[config.mk]
export PLATFORM = sky130hd
export DESIGN_NAME = alu_control_seq
export DESIGN_NICKNAME = d
export VERILOG_FILES = /design/src/rtl/alu_control_seq.sv
export SDC_FILE = /design/constraint.sdc
export NUM_CORES = 1
export LEC_CHECK = 0
export CORE_MARGIN = 5
export CORE_UTILIZATION = 50
export CTS_BUF_LIST = sky130_fd_sc_hd__clkbuf_16
export DETAILED_ROUTE_END_ITERATION = 8
export PLACE_DENSITY = 0.88
export RECOVER_POWER = 50
export SYNTH_ARGS = -nofsm -noshare
export SYNTH_HDL_FRONTEND = slang
export SYNTH_SLANG_ARGS = --single-unit
[constraint.sdc]
create_clock -name clk -period 4.3 [get_ports clk]
set_clock_uncertainty 0.1 [all_clocks]
set_input_delay 1.075 -clock clk [delete_from_list [all_inputs] [get_ports clk]]
set_output_delay 1.075 -clock clk [all_outputs]
set_load 0.03 [all_outputs]
[src/rtl/alu_control_seq.sv]
// alu_control_seq: ALU control decoder with a sequencer for multi-cycle MULT/DIV.
// Single-cycle operations decode combinationally with zero latency. MULT and DIV
// are accepted in IDLE and then walk through DATA_W iterations (the accept cycle
// plus DATA_W-1 BUSY cycles) while stalling the front end. A single DONE cycle
// follows, in which HI/LO are written.
module alu_control_seq #(
  parameter int DATA_W = 32,
  parameter int SEL_W  = 4
) (
  input  logic                      clk,
  input  logic                      reset,
  input  logic                      instr_valid,
  input  logic [2:0]                ALUop,
  input  logic [5:0]                function_code,
  input  logic                      abort,
  output logic [SEL_W-1:0]          select_bits_ALU,
  output logic                      stall,
  output logic                      step_en,
  output logic [$clog2(DATA_W)-1:0] iter_idx,
  output logic                      hilo_we,
  output logic                      illegal
);

  localparam int CNT_W = $clog2(DATA_W);

  // Index of the final iteration. The counter stops here, so it cannot wrap.
  localparam logic [CNT_W-1:0] LAST_IDX = CNT_W'(DATA_W - 1);
  localparam logic [CNT_W-1:0] CNT_ONE  = CNT_W'(1);

  // ALU select codes. They are zero-extended to SEL_W on the output.
  typedef enum logic [2:0] {
    SEL_ADD   = 3'd0,
    SEL_SUB   = 3'd1,
    SEL_AND   = 3'd2,
    SEL_OR    = 3'd3,
    SEL_SLT   = 3'd4,
    SEL_NOR   = 3'd5,
    SEL_MSTEP = 3'd6,
    SEL_DSTEP = 3'd7
  } sel_e;

  typedef enum logic [1:0] {
    ST_IDLE = 2'd0,
    ST_BUSY = 2'd1,
    ST_DONE = 2'd2
  } state_e;

  // Main-decoder operation classes
  localparam logic [2:0] OP_ADD   = 3'b000;
  localparam logic [2:0] OP_SUB   = 3'b001;
  localparam logic [2:0] OP_RTYPE = 3'b010;
  localparam logic [2:0] OP_AND   = 3'b011;
  localparam logic [2:0] OP_OR    = 3'b100;
  localparam logic [2:0] OP_SLT   = 3'b101;

  // R-type funct field values
  localparam logic [5:0] FN_ADD  = 6'b100000;
  localparam logic [5:0] FN_SUB  = 6'b100010;
  localparam logic [5:0] FN_AND  = 6'b100100;
  localparam logic [5:0] FN_OR   = 6'b100101;
  localparam logic [5:0] FN_NOR  = 6'b100111;
  localparam logic [5:0] FN_SLT  = 6'b101010;
  localparam logic [5:0] FN_MULT = 6'b011000;
  localparam logic [5:0] FN_DIV  = 6'b011010;

  state_e           state_q, state_d;
  logic [CNT_W-1:0] cnt_q, cnt_d;
  sel_e             step_sel_q, step_sel_d;

  sel_e dec_sel;    // raw decode of ALUop/funct
  logic dec_legal;  // encoding is recognised
  logic dec_multi;  // encoding is MULT or DIV
  logic dec_ok;     // valid and legal instruction present
  sel_e idle_sel;   // select driven by the IDLE decode path
  sel_e sel_c;      // final select before zero-extension

  // Instruction decode, independent of sequencer state
  always_comb begin
    // NOTE: every variable gets a default before the case statements, so no
    // path leaves a value unassigned and no latch is inferred.
    dec_sel   = SEL_ADD;
    dec_legal = 1'b0;
    dec_multi = 1'b0;
    case (ALUop)
      OP_ADD: begin dec_sel = SEL_ADD; dec_legal = 1'b1; end
      OP_SUB: begin dec_sel = SEL_SUB; dec_legal = 1'b1; end
      OP_AND: begin dec_sel = SEL_AND; dec_legal = 1'b1; end
      OP_OR:  begin dec_sel = SEL_OR;  dec_legal = 1'b1; end
      OP_SLT: begin dec_sel = SEL_SLT; dec_legal = 1'b1; end
      OP_RTYPE: begin
        case (function_code)
          FN_ADD:  begin dec_sel = SEL_ADD; dec_legal = 1'b1; end
          FN_SUB:  begin dec_sel = SEL_SUB; dec_legal = 1'b1; end
          FN_AND:  begin dec_sel = SEL_AND; dec_legal = 1'b1; end
          FN_OR:   begin dec_sel = SEL_OR;  dec_legal = 1'b1; end
          FN_NOR:  begin dec_sel = SEL_NOR; dec_legal = 1'b1; end
          FN_SLT:  begin dec_sel = SEL_SLT; dec_legal = 1'b1; end
          FN_MULT: begin
            dec_sel   = SEL_MSTEP;
            dec_legal = 1'b1;
            dec_multi = 1'b1;
          end
          FN_DIV: begin
            dec_sel   = SEL_DSTEP;
            dec_legal = 1'b1;
            dec_multi = 1'b1;
          end
          default: begin
            dec_sel   = SEL_ADD;
            dec_legal = 1'b0;
          end
        endcase
      end
      default: begin
        dec_sel   = SEL_ADD;
        dec_legal = 1'b0;
      end
    endcase
  end

  // Invalid and undecodable instructions fall back to a harmless ADD
  assign dec_ok   = instr_valid & dec_legal;
  assign idle_sel = dec_ok ? dec_sel : SEL_ADD;

  // Sequencer next-state logic and outputs
  always_comb begin
    state_d    = state_q;
    cnt_d      = cnt_q;
    step_sel_d = step_sel_q;
    sel_c      = idle_sel;
    stall      = 1'b0;
    step_en    = 1'b0;
    iter_idx   = '0;
    hilo_we    = 1'b0;
    illegal    = instr_valid & ~dec_legal;

    case (state_q)
      ST_IDLE: begin
        if (dec_ok && dec_multi) begin
          // Accept cycle: this cycle already performs iteration 0
          sel_c      = dec_sel;
          stall      = 1'b1;
          step_en    = 1'b1;
          step_sel_d = dec_sel;
          if (abort) begin
            state_d = ST_IDLE;
            cnt_d   = '0;
          end else begin
            state_d = ST_BUSY;
            cnt_d   = CNT_ONE;
          end
        end
      end

      ST_BUSY: begin
        // Front-end inputs are ignored while the operation iterates
        sel_c    = step_sel_q;
        stall    = 1'b1;
        step_en  = 1'b1;
        iter_idx = cnt_q;
        illegal  = 1'b0;
        if (abort) begin
          state_d = ST_IDLE;
          cnt_d   = '0;
        end else if (cnt_q == LAST_IDX) begin
          state_d = ST_DONE;
          cnt_d   = '0;
        end else begin
          cnt_d = cnt_q + CNT_ONE;
        end
      end

      ST_DONE: begin
        // Retire cycle. An abort here drops the HI/LO write.
        // No new instruction is accepted in this cycle.
        sel_c   = step_sel_q;
        hilo_we = ~abort;
        illegal = 1'b0;
        state_d = ST_IDLE;
        cnt_d   = '0;
      end

      default: begin
        state_d = ST_IDLE;
        cnt_d   = '0;
      end
    endcase

    // While reset is asserted, only the plain IDLE decode is visible
    if (reset) begin
      sel_c    = idle_sel;
      illegal  = instr_valid & ~dec_legal;
      stall    = 1'b0;
      step_en  = 1'b0;
      iter_idx = '0;
      hilo_we  = 1'b0;
    end
  end

  assign select_bits_ALU = SEL_W'(sel_c);

  // State, iteration counter and latched step code. Reset wins over abort.
  always_ff @(posedge clk) begin
    // NOTE: sequential state uses non-blocking assignments so that every
    // register samples values from before the clock edge.
    if (reset) begin
      state_q    <= ST_IDLE;
      cnt_q      <= '0;
      step_sel_q <= SEL_ADD;
    end else begin
      state_q    <= state_d;
      cnt_q      <= cnt_d;
      step_sel_q <= step_sel_d;
    end
  end

endmodule

==> Word-level counts from Yosys, hierarchy flattened <==
Index checks and enable logic that the tools add are counted.
{ "op_classes": {"bitwise_logic": 4, "n_mux": 29, "n_eq_ne": 18, "n_reduce_logical": 9, "addsub": 1} }
{ "ops": {"columns": ["op", "count"], "rows": [
  ["6-bit equality test (second input constant)", 6],
  ["5-bit 2-to-1 mux", 5],
  ["3-bit case mux with 7 select lines", 1],
  ["3-bit case mux with 5 select lines", 1],
  ["6-bit by 5-bit equality test with 1-bit output (second input constant)", 2],
  ["1-bit 2-to-1 mux", 11],
  ["5-bit case mux with 2 select lines", 1],
  ["3-bit 2-to-1 mux", 3],
  ["8-bit OR reduction", 1],
  ["3-bit by 2-bit equality test with 1-bit output (second input constant)", 2],
  ["3-bit equality test (second input constant)", 2],
  ["2-bit 2-to-1 mux", 3],
  ["3-bit case mux with 2 select lines", 1],
  ["5-bit by 1-bit adder with 5-bit output (second input constant)", 1],
  ["5-bit equality test (second input constant)", 1],
  ["5-bit OR reduction", 1],
  ["1-bit case mux with 2 select lines", 2],
  ["2-bit case mux with 2 select lines", 1],
  ["2-bit AND reduction", 2],
  ["2-bit OR reduction", 2],
  ["3-bit by 1-bit equality test with 1-bit output (second input constant)", 1],
  ["3-bit zero test", 1],
  ["3-bit inequality test (second input constant)", 1],
  ["1-bit bitwise AND", 2],
  ["6 further kinds", 7]
]} }
{ "totals": {"output_inout_bits": 13, "wordCells": 64, "inputBits": 13, "register_bits": 10} }

==> Logic depth before layout (Yosys ltp) <==
Gate-level depths: netlist of run 1.
{ "logic_depth": {"word_depth": 9, "depth_mapped": 7, "ltp_nobuf": 7} }

==> Worst setup path after synthesis of run 1 <==
OpenSTA, ideal clock, no wires.
{ "synth_path": {"path_type": "input-to-output", "from": "in ALUop[2]", "to": "out step_en", "arrival_time_ns": 2.497, "stages": 4, "slack_ns": 0.628, "path_buffers": 1, "required_time_ns": 3.125, "path_cell_list": "and4bb_2 -> nand4_1 -> a21oi_1 -> buf_4"} }
{ "synth_via": {"elab_chain_len": 8, "elab_cells_between_ends": 14, "classes_between": "5 x eq/ne; 5 x mux; 1 x bitwise; 3 x reduce/logical"} }
{ "synth_lines": {"columns": ["element", "line_no", "rtl"], "rows": [
  ["start: declaration", "13", "input logic [2:0] ALUop,"],
  ["3-bit equality test (tied with other cells)", "84", "case (ALUop)"],
  ["5-bit OR reduction (no source line)", null, null],
  ["1-bit case mux with 2 select lines", "84", null],
  ["1-bit bitwise AND", "122", "assign dec_ok = instr_valid & dec_legal;"],
  ["1-bit logical AND *", "139", "if (dec_ok && dec_multi) begin"],
  ["1-bit 2-to-1 mux *", null, null],
  ["1-bit case mux with 2 select lines *", null, null],
  ["1-bit 2-to-1 mux *", null, null],
  ["end: declaration", "18", "output logic step_en,"]
]} }
Mark *: on every way between the ends. The rest lies on a longest branch, timed or not.

==> Worst setup path in the final report of run 1 <==
{ "layout_path": {"from": "in function_code[4]", "to": "out select_bits_ALU[1]"} }
{ "layout_via": {"elab_chain_len": 9, "elab_cells_between_ends": 22, "classes_between": "8 x eq/ne; 10 x mux; 1 x bitwise; 3 x reduce/logical"} }
{ "layout_lines": {"columns": ["element", "line_no", "rtl"], "rows": [
  ["start: declaration", "14", "input logic [5:0] function_code,"],
  ["6-bit by 5-bit equality test with 1-bit output or 6-bit equality test (tied branches)", "91", "case (function_code)"],
  ["8-bit OR reduction (no source line)", null, null],
  ["1-bit 2-to-1 mux", "91", null],
  ["1-bit case mux with 2 select lines", "84", null],
  ["1-bit bitwise AND", "122", null],
  ["3-bit 2-to-1 mux or 1-bit logical AND (tied branches)", "123, 139", null],
  ["3-bit 2-to-1 mux", "139", null],
  ["3-bit case mux with 2 select lines", "137", "case (state_q)"],
  ["3-bit 2-to-1 mux *", "190", "if (reset) begin"],
  ["end: declaration", "16", "output logic [SEL_W-1:0] select_bits_ALU,"]
]} }
Marked as above.

==> results of run 1 <==
-- placed cells by master, fill, tap and decap left out, types with 2 or more instances in the layout --
cell,instances
nor2_1,8
a21oi_1,11
nand4_1,3
ha_1,6
nand2b_1,5
a21o_1,3
buf_4,3
a31o_2,2
or4_1,2
and2_1,5
nor3b_1,3
inv_1,9
clkbuf_16,3
dfxtp_1,10
o21ai_0,6
o31ai_1,2
clkbuf_1,3
clkdlybuf4s50_1,21
nand2_1,6
nand3_1,6
-- report_power, final --
group | total [uW] | leakage, uW | switching, uW | internal, uW
Clock | 165 | 0.0000385 | 43.5 | 122
Combinational | 44.8 | 0.000351 | 22.9 | 21.8
Sequential | 93.3 | 0.0000805 | 0.0614 | 93.2
Total | 303 | 0.000470 | 66.5 | 237
-- area by class of cell --
| class | count | area, sq um | area share |
|---|---|---|---|
| multi-input combinational | 91 | 624 | 0.515 |
| timing repair buffer | 27 | 244 | 0.201 |
| sequential | 10 | 200 | 0.165 |
| clock buffer | 3 | 75.1 | 0.0619 |
| inverter | 9 | 33.8 | 0.0279 |
| tap | 25 | 31.3 | 0.0258 |
| clock inverter | 1 | 3.75 | 0.00310 |
-- sequential cells by signal, summed over array words and instances, names as in the netlist --
name and count:
state_q 2, step_sel_q 3, cnt_q 5
-- metrics by stage --
step / hold slack (ps) / setup slack, ps / instances / power [uW]
floorplan: 326 / 628 / 114 / 117
global placement: 347 / 183 / 162 / 139
detailed placement: 351 / 125 / 162 / 140
CTS: 357 / 122 / 166 / 308
global route: 385 / 55.2 / 166 / 318
finish: 350 / 124 / 166 / 303
-- metal layers --
layer  wire, um  track usage
met1       1020        0.204
met2       1200        0.331
met3         84       0.0655
met4         65        0.123
met5          0            0
-- synthesized netlist by cell type (2+ instances only) --
cell type and count:
nor3b_1 3, a21oi_1 11, buf_4 2, or4_1 2, nand3_1 6, o21ai_0 6, inv_1 9, clkbuf_1 2
a31o_2 2, and2_1 5, nand4_1 3, nand2b_1 5, ha_1 6, a21o_1 3, nand2_1 6, dfxtp_1 10
o31ai_1 2, nor2_1 8
-- logic make-up after synthesis --
group | Yosys count
buffers and inverters | 13
AO/OA/AOI/OAI | 34
AND/OR/NAND/NOR | 50
other | 1
adder cells (fa/ha/maj) | 6
flip-flops | 10
-- worst max-delay path, delay by kind of cell --
| family | cells | cell delay, ps |
|---|---|---|
| compound gates | 2 | 280 |
| buf+inv | 2 | 1120 |
| simple gates | 2 | 520 |
-- worst max path at each step --
stage	slack (ps)	end	cells after the start	start
floorplan	630	step_en	4	ALUop[2]
global placement	180	select_bits_ALU[2]	6	function_code[5]
detailed placement	120	select_bits_ALU[1]	6	function_code[4]
CTS	120	select_bits_ALU[1]	6	function_code[4]
global route	60	select_bits_ALU[1]	6	function_code[4]
finish	120	select_bits_ALU[1]	6	function_code[4]
==> results.ini, run 1 <==
[outcome]
outcome=finished clean

[global_routing]
antenna_found_initial=0
grt_pass1_wl_um=3860
grt_max_degree=13
grt_pass1_vias=908
gr-usage-all-layers=0.195
grt-ovfl-total=0

[worst_setup_path]
rr_worst_depth=6
max_stage_delay_ps=670
r2r_setup_slack_ps=2000
critPathLaunchType=input pin
crit_slowest_cell=clkdlybuf4s50_1
arrival_ps=3000
crit_path_end_kind=primary output
r2r_start=cnt_q[0]
worstSetupPathType=input pin to primary output
cp_common_cell=clkdlybuf4s50_1
cp_cell_sequence=clkdlybuf4s50_1, nand2b_1, nor4b_1, a211o_2, a21o_1, clkdlybuf4s50_1
crit_fanout=4
cp_data_required_time_ps=3120
rr_endpoint=cnt_q[3]

[logic_synthesis]
synth-edff-count=0
synth_fa_ha_area_frac=0.0833
synth-compound-area-share=0.275
synth-xor-area-share=0
yosysSeqAreaShare=0.222
yosysTopAreaCellShare=0.222
synth_top_family_by_area=simple AND/OR/NAND/NOR gates
synth_area_sq_um=901
synth_mux_area_frac=0
syn_area_per_cell_sq_um=7.90
async_reset_ff_frac=0
synth.top_cells.by_area=dfxtp_1, ha_1, a21oi_1, inv_1, and2_1
syn-instance-count=114
ys.flop_type=dfxtp_1
ys_seq_elements=10
yosysWarnings=0
yosys.area_share.simple=0.353
yosysUniqueCellTypes=41
synth_area_leader_cell=dfxtp_1
synth_fp_nets=133

[cts]
cts_resized=0
clock_path_buffers=2
cts_sinks=10
insertion_delay_ps=240
tritoncts=built
cts_setup_buffers=0
h-tree-depth=1
hold_buffers=0
cts-root-buf=clkbuf_16
path_clk_slew_ps=40
cts_buffers=3

[hold_path]
whs_path_depth=2
whs_endpoint=step_sel_q[1]
hold_start=step_sel_q[1]
hp-class=register to register

[floorplanning]
rows=15
start_util=0.522
ios=26
dieArea_sq_um=2750
die_w_um=52.4
die_h_um=52.4
core_area_sq_um=1730

[detailed_routing]
ant_nets=0
wl_per_cell_um=14.2
vias_per_cell=5.66
via_count=940
drt-initial-drc-count=13
routed_wl_um=2360
dr.pass1.iters=4
drc_errors=0

[sta]
fmax_mhz=239
final_hold_viol_count=0
fin_crit_sh=0.971
rsz0062_at_grt=false
slew_viol_final=0
setup_viol=0
worst_slew_pin_slew_ps=552
setup-tns-final_ps=0
maxSlewHeadroom=0.630
min_period_ps=4180

[power]
peakVddDrop_mv=0.283
power.leakage_uw=0.000470
powerDensity_nw_per_um2=250

[job]
cap_violations=0

[place]
place.gp.congestion=0.831
dpl_cell_area_sq_um=1160
dpl.hpwl_um=1870
io_buffers=24

[final_layout]
nets=161
num_antenna_cells=0
fin_util=0.702
fillerInstances=143
drive_gt1_frac=0.106
fin_area_sq_um=1210
synthToLayoutAreaGrowth_pct=34.6

Note: power is estimated with default switching activity, not from simulation.
==> run 2, diff against run 1 <==
--- a/config.mk
+++ b/config.mk
@@ -5,6 +5,7 @@
 export SDC_FILE = /design/constraint.sdc
 export NUM_CORES = 1
 export LEC_CHECK = 0
+export ABC_AREA = 1
 export CORE_MARGIN = 5
 export CORE_UTILIZATION = 50
 export CTS_BUF_LIST = sky130_fd_sc_hd__clkbuf_16
==> run 2 against run 1 <==
Against the previous run: global-route usage shrank 0.064 points; non-clock buffer count decreased by 1; hold slack improved by 11 ps; area after synthesis fell by 1.8%; sequential share of layout area rose by 0.19 points; via count rose by 6.6%; register-to-register slack better by 550 ps; critical path type unchanged; utilization hardly changed; largest cell class unchanged; cell count grew 18%.
==> results.ini, run 2 <==
[place]
io_buffers=24  ; unchanged
dpl.hpwl_um=1770  ; was 1870 um
dpl_cell_area_sq_um=1140  ; was 1160 sq um
place.gp.congestion=0.867  ; was 0.831

[power]
power_switching_uw=178  ; was 66.5 uW
peakVddDrop_mv=0.285  ; was 0.283 mV
powerDensity_nw_per_um2=392  ; was 250 nW/um^2
clkPwrFrac=0.352  ; was 0.545
power_frac_comb=0.398  ; was 0.148
power.leakage_uw=0.000540  ; was 0.000470 uW
p_int_uw=292  ; was 237 uW
pwr-share-seq=0.250  ; was 0.307
p_sw_frac=0.379  ; was 0.219

[final_layout]
final_cell_mix=nand2_1, inv_1, nand3_1, clkdlybuf4s50_1, nor2_1  ; was clkdlybuf4s50_1, a21oi_1, dfxtp_1
drive_gt1_frac=0.0819  ; was 0.106
largest-register=cnt_q  ; unchanged
fin_area_sq_um=1200  ; was 1210 sq um
synthToLayoutAreaGrowth_pct=35.5  ; was 34.6%
reg_top3=cnt_q x5, step_sel_q x3, state_q x2  ; unchanged
num_antenna_cells=0  ; unchanged
largest_reg_flops=5  ; unchanged
nets=191  ; was 161
layout_commonest_cell=nand2_1  ; was clkdlybuf4s50_1

[detailed_routing]
dr.pass1.iters=4  ; unchanged
drc_errors=0  ; unchanged
vias_per_cell=5.11  ; was 5.66
routed_wl_um=2320  ; was 2360 um
wl_per_cell_um=11.8  ; was 14.2 um
via_count=1002  ; was 940
drt-initial-drc-count=41  ; was 13
ant_nets=0  ; unchanged

[floorplanning]
dieArea_sq_um=2710  ; was 2750 sq um
die_w_um=52.1  ; was 52.4 um
die_h_um=52.1  ; was 52.4 um
rows=15  ; unchanged
start_util=0.518  ; was 0.522
ios=26  ; unchanged
core_area_sq_um=1710  ; was 1730 sq um

[global_routing]
grt_pass1_vias=1002  ; was 908
antenna_found_initial=0  ; unchanged
gr-usage-all-layers=0.195  ; about the same
grt_pass1_wl_um=3960  ; was 3860 um
grt_max_degree=12  ; was 13
grt-ovfl-total=0  ; unchanged

[sta]
setup_viol=0  ; unchanged
final_hold_viol_count=0  ; unchanged
fin_crit_sh=0.967  ; was 0.971
min_period_ps=4160  ; was 4180 ps
rsz0062_at_grt=false  ; unchanged
whs_ps=361  ; was 350 ps
fmax_mhz=240  ; was 239 MHz
slew_viol_final=0  ; unchanged

[worst_setup_path]
worstSetupPathType=input pin to primary output  ; unchanged
critPathLaunchType=input pin  ; unchanged
cp_data_required_time_ps=3120  ; about the same
crit_fanout=5  ; was 4
arrival_ps=2990  ; was 3000 ps
crit_path_end_kind=primary output  ; unchanged

[logic_synthesis]
yosysTopAreaCellShare=0.226  ; was 0.222
async_reset_ff_frac=0  ; unchanged
yosysWarnings=0  ; unchanged
yosysUniqueCellTypes=28  ; was 41
ys_seq_elements=10  ; unchanged
synth_fp_nets=164  ; was 133
synth_common_cells=nand2_1, inv_1, nand3_1  ; was a21oi_1, dfxtp_1, inv_1
synth_most_common_cell=nand2_1  ; was a21oi_1
syn-instance-count=145  ; was 114
synth-edff-count=0  ; unchanged
synth.top_cells.by_area=dfxtp_1, nand2_1, nand3_1, inv_1, ha_1  ; was dfxtp_1, ha_1, a21oi_1, inv_1, and2_1
ys.flop_type=dfxtp_1  ; unchanged
yosysSeqAreaShare=0.226  ; was 0.222
synth_area_sq_um=885  ; was 901 sq um
synth_area_leader_cell=dfxtp_1  ; unchanged
syn_area_per_cell_sq_um=6.10  ; was 7.90 sq um

[cts]
tritoncts=built  ; unchanged
hold_buffers=0  ; unchanged
path_clk_slew_ps=40  ; about the same
h-tree-depth=1  ; unchanged
cts_setup_buffers=0  ; unchanged
cts-root-buf=clkbuf_16  ; unchanged
insertion_delay_ps=240  ; about the same
cts_sinks=10  ; unchanged
cts_buffers=3  ; unchanged
clock_path_buffers=2  ; unchanged

[hold_path]
hp-class=register to register  ; unchanged

[outcome]
outcome=finished clean  ; unchanged

[job]
cap_violations=0  ; unchanged

run 2: worst max-delay path, cell delays in order:
cell             delay [ps]
clkdlybuf4s50_1         470
inv_1                    50
nor2_2                  170
nand2_1                  90
nor2_1                  140
nor2_2                   80
a21boi_2                180
nand3_1                 160
o22ai_1                 140
dlygate4sd2_1           420
run 2: kinds of logic (layout without fill, tap and decap cells):
logic type,Yosys count,count (layout),synth area share
and+or+nand+nor,80,80,0.416
buffers and inverters,28,54,0.136
AOI/OAI and AO/OA,19,19,0.123
DFF,10,10,0.226
adders and majority gates,6,6,0.0849
other,1,1,0.00424
xor gates and xnor gates,1,1,0.00990
run 2: final cells by class:
type / instances / area (sq um)
Fill cell: 148 / 509
Clock buffer: 3 / 75.1
Timing Repair Buffer: 26 / 248
Tap cell: 25 / 31.3
Multi-Input combinational cell: 107 / 551
Inverter: 24 / 90.1
Clock inverter: 1 / 3.75
Sequential cell: 10 / 200
run 2: path summary, 6_finish.rpt:
check                                 startpoint            endpoint  slack, ps  cells past startpoint
worst max-delay path            function_code[5]  select_bits_ALU[0]        140                     10
worst min-delay path               step_sel_q[1]       step_sel_q[1]        360                      2
worst max register to register        state_q[1]            cnt_q[0]       2550                      8
worst min register to register     step_sel_q[1]       step_sel_q[1]        360                      2
run 2: what timing repair did:
| action | in CTS | in global routing |
|---|---|---|
| resized for setup | 3 | 1 |
| cloned | 0 | 0 |
| setup endpoints to repair | 3 | 1 |
run 2: power groups by stage:
stage	clock [uW]	sequential (uW)	combinational, uW
3_5_place_dp	0	119	193
3_3_place_gp	0	118	190
5_1_grt	177	120	211
6_report	166	117	187
2_1_floorplan	0	116	144
4_1_cts	170	118	196
run 2: routing by layer:
metal	routed length, um	global-route usage	up-vias
met4	25	0.118	0
met3	155	0.0516	3
li1	-	-	514
met5	0	0	-
met2	1210	0.347	36
met1	923	0.199	449
run 2: through the flow:
stage / power (uW) / util / setup WS, ps / TNS, ps / cells
CTS: 484 / 0.709 / 134 / 0 / 196
floorplan: 260 / - / 503 / 0 / 145
global route: 507 / 0.702 / 2.62 / 0 / 196
detailed placement: 312 / 0.665 / -119 / -334 / 192
finish: 470 / 0.702 / 140 / 0 / 196
global placement: 307 / 0.665 / 29.9 / 0 / 192
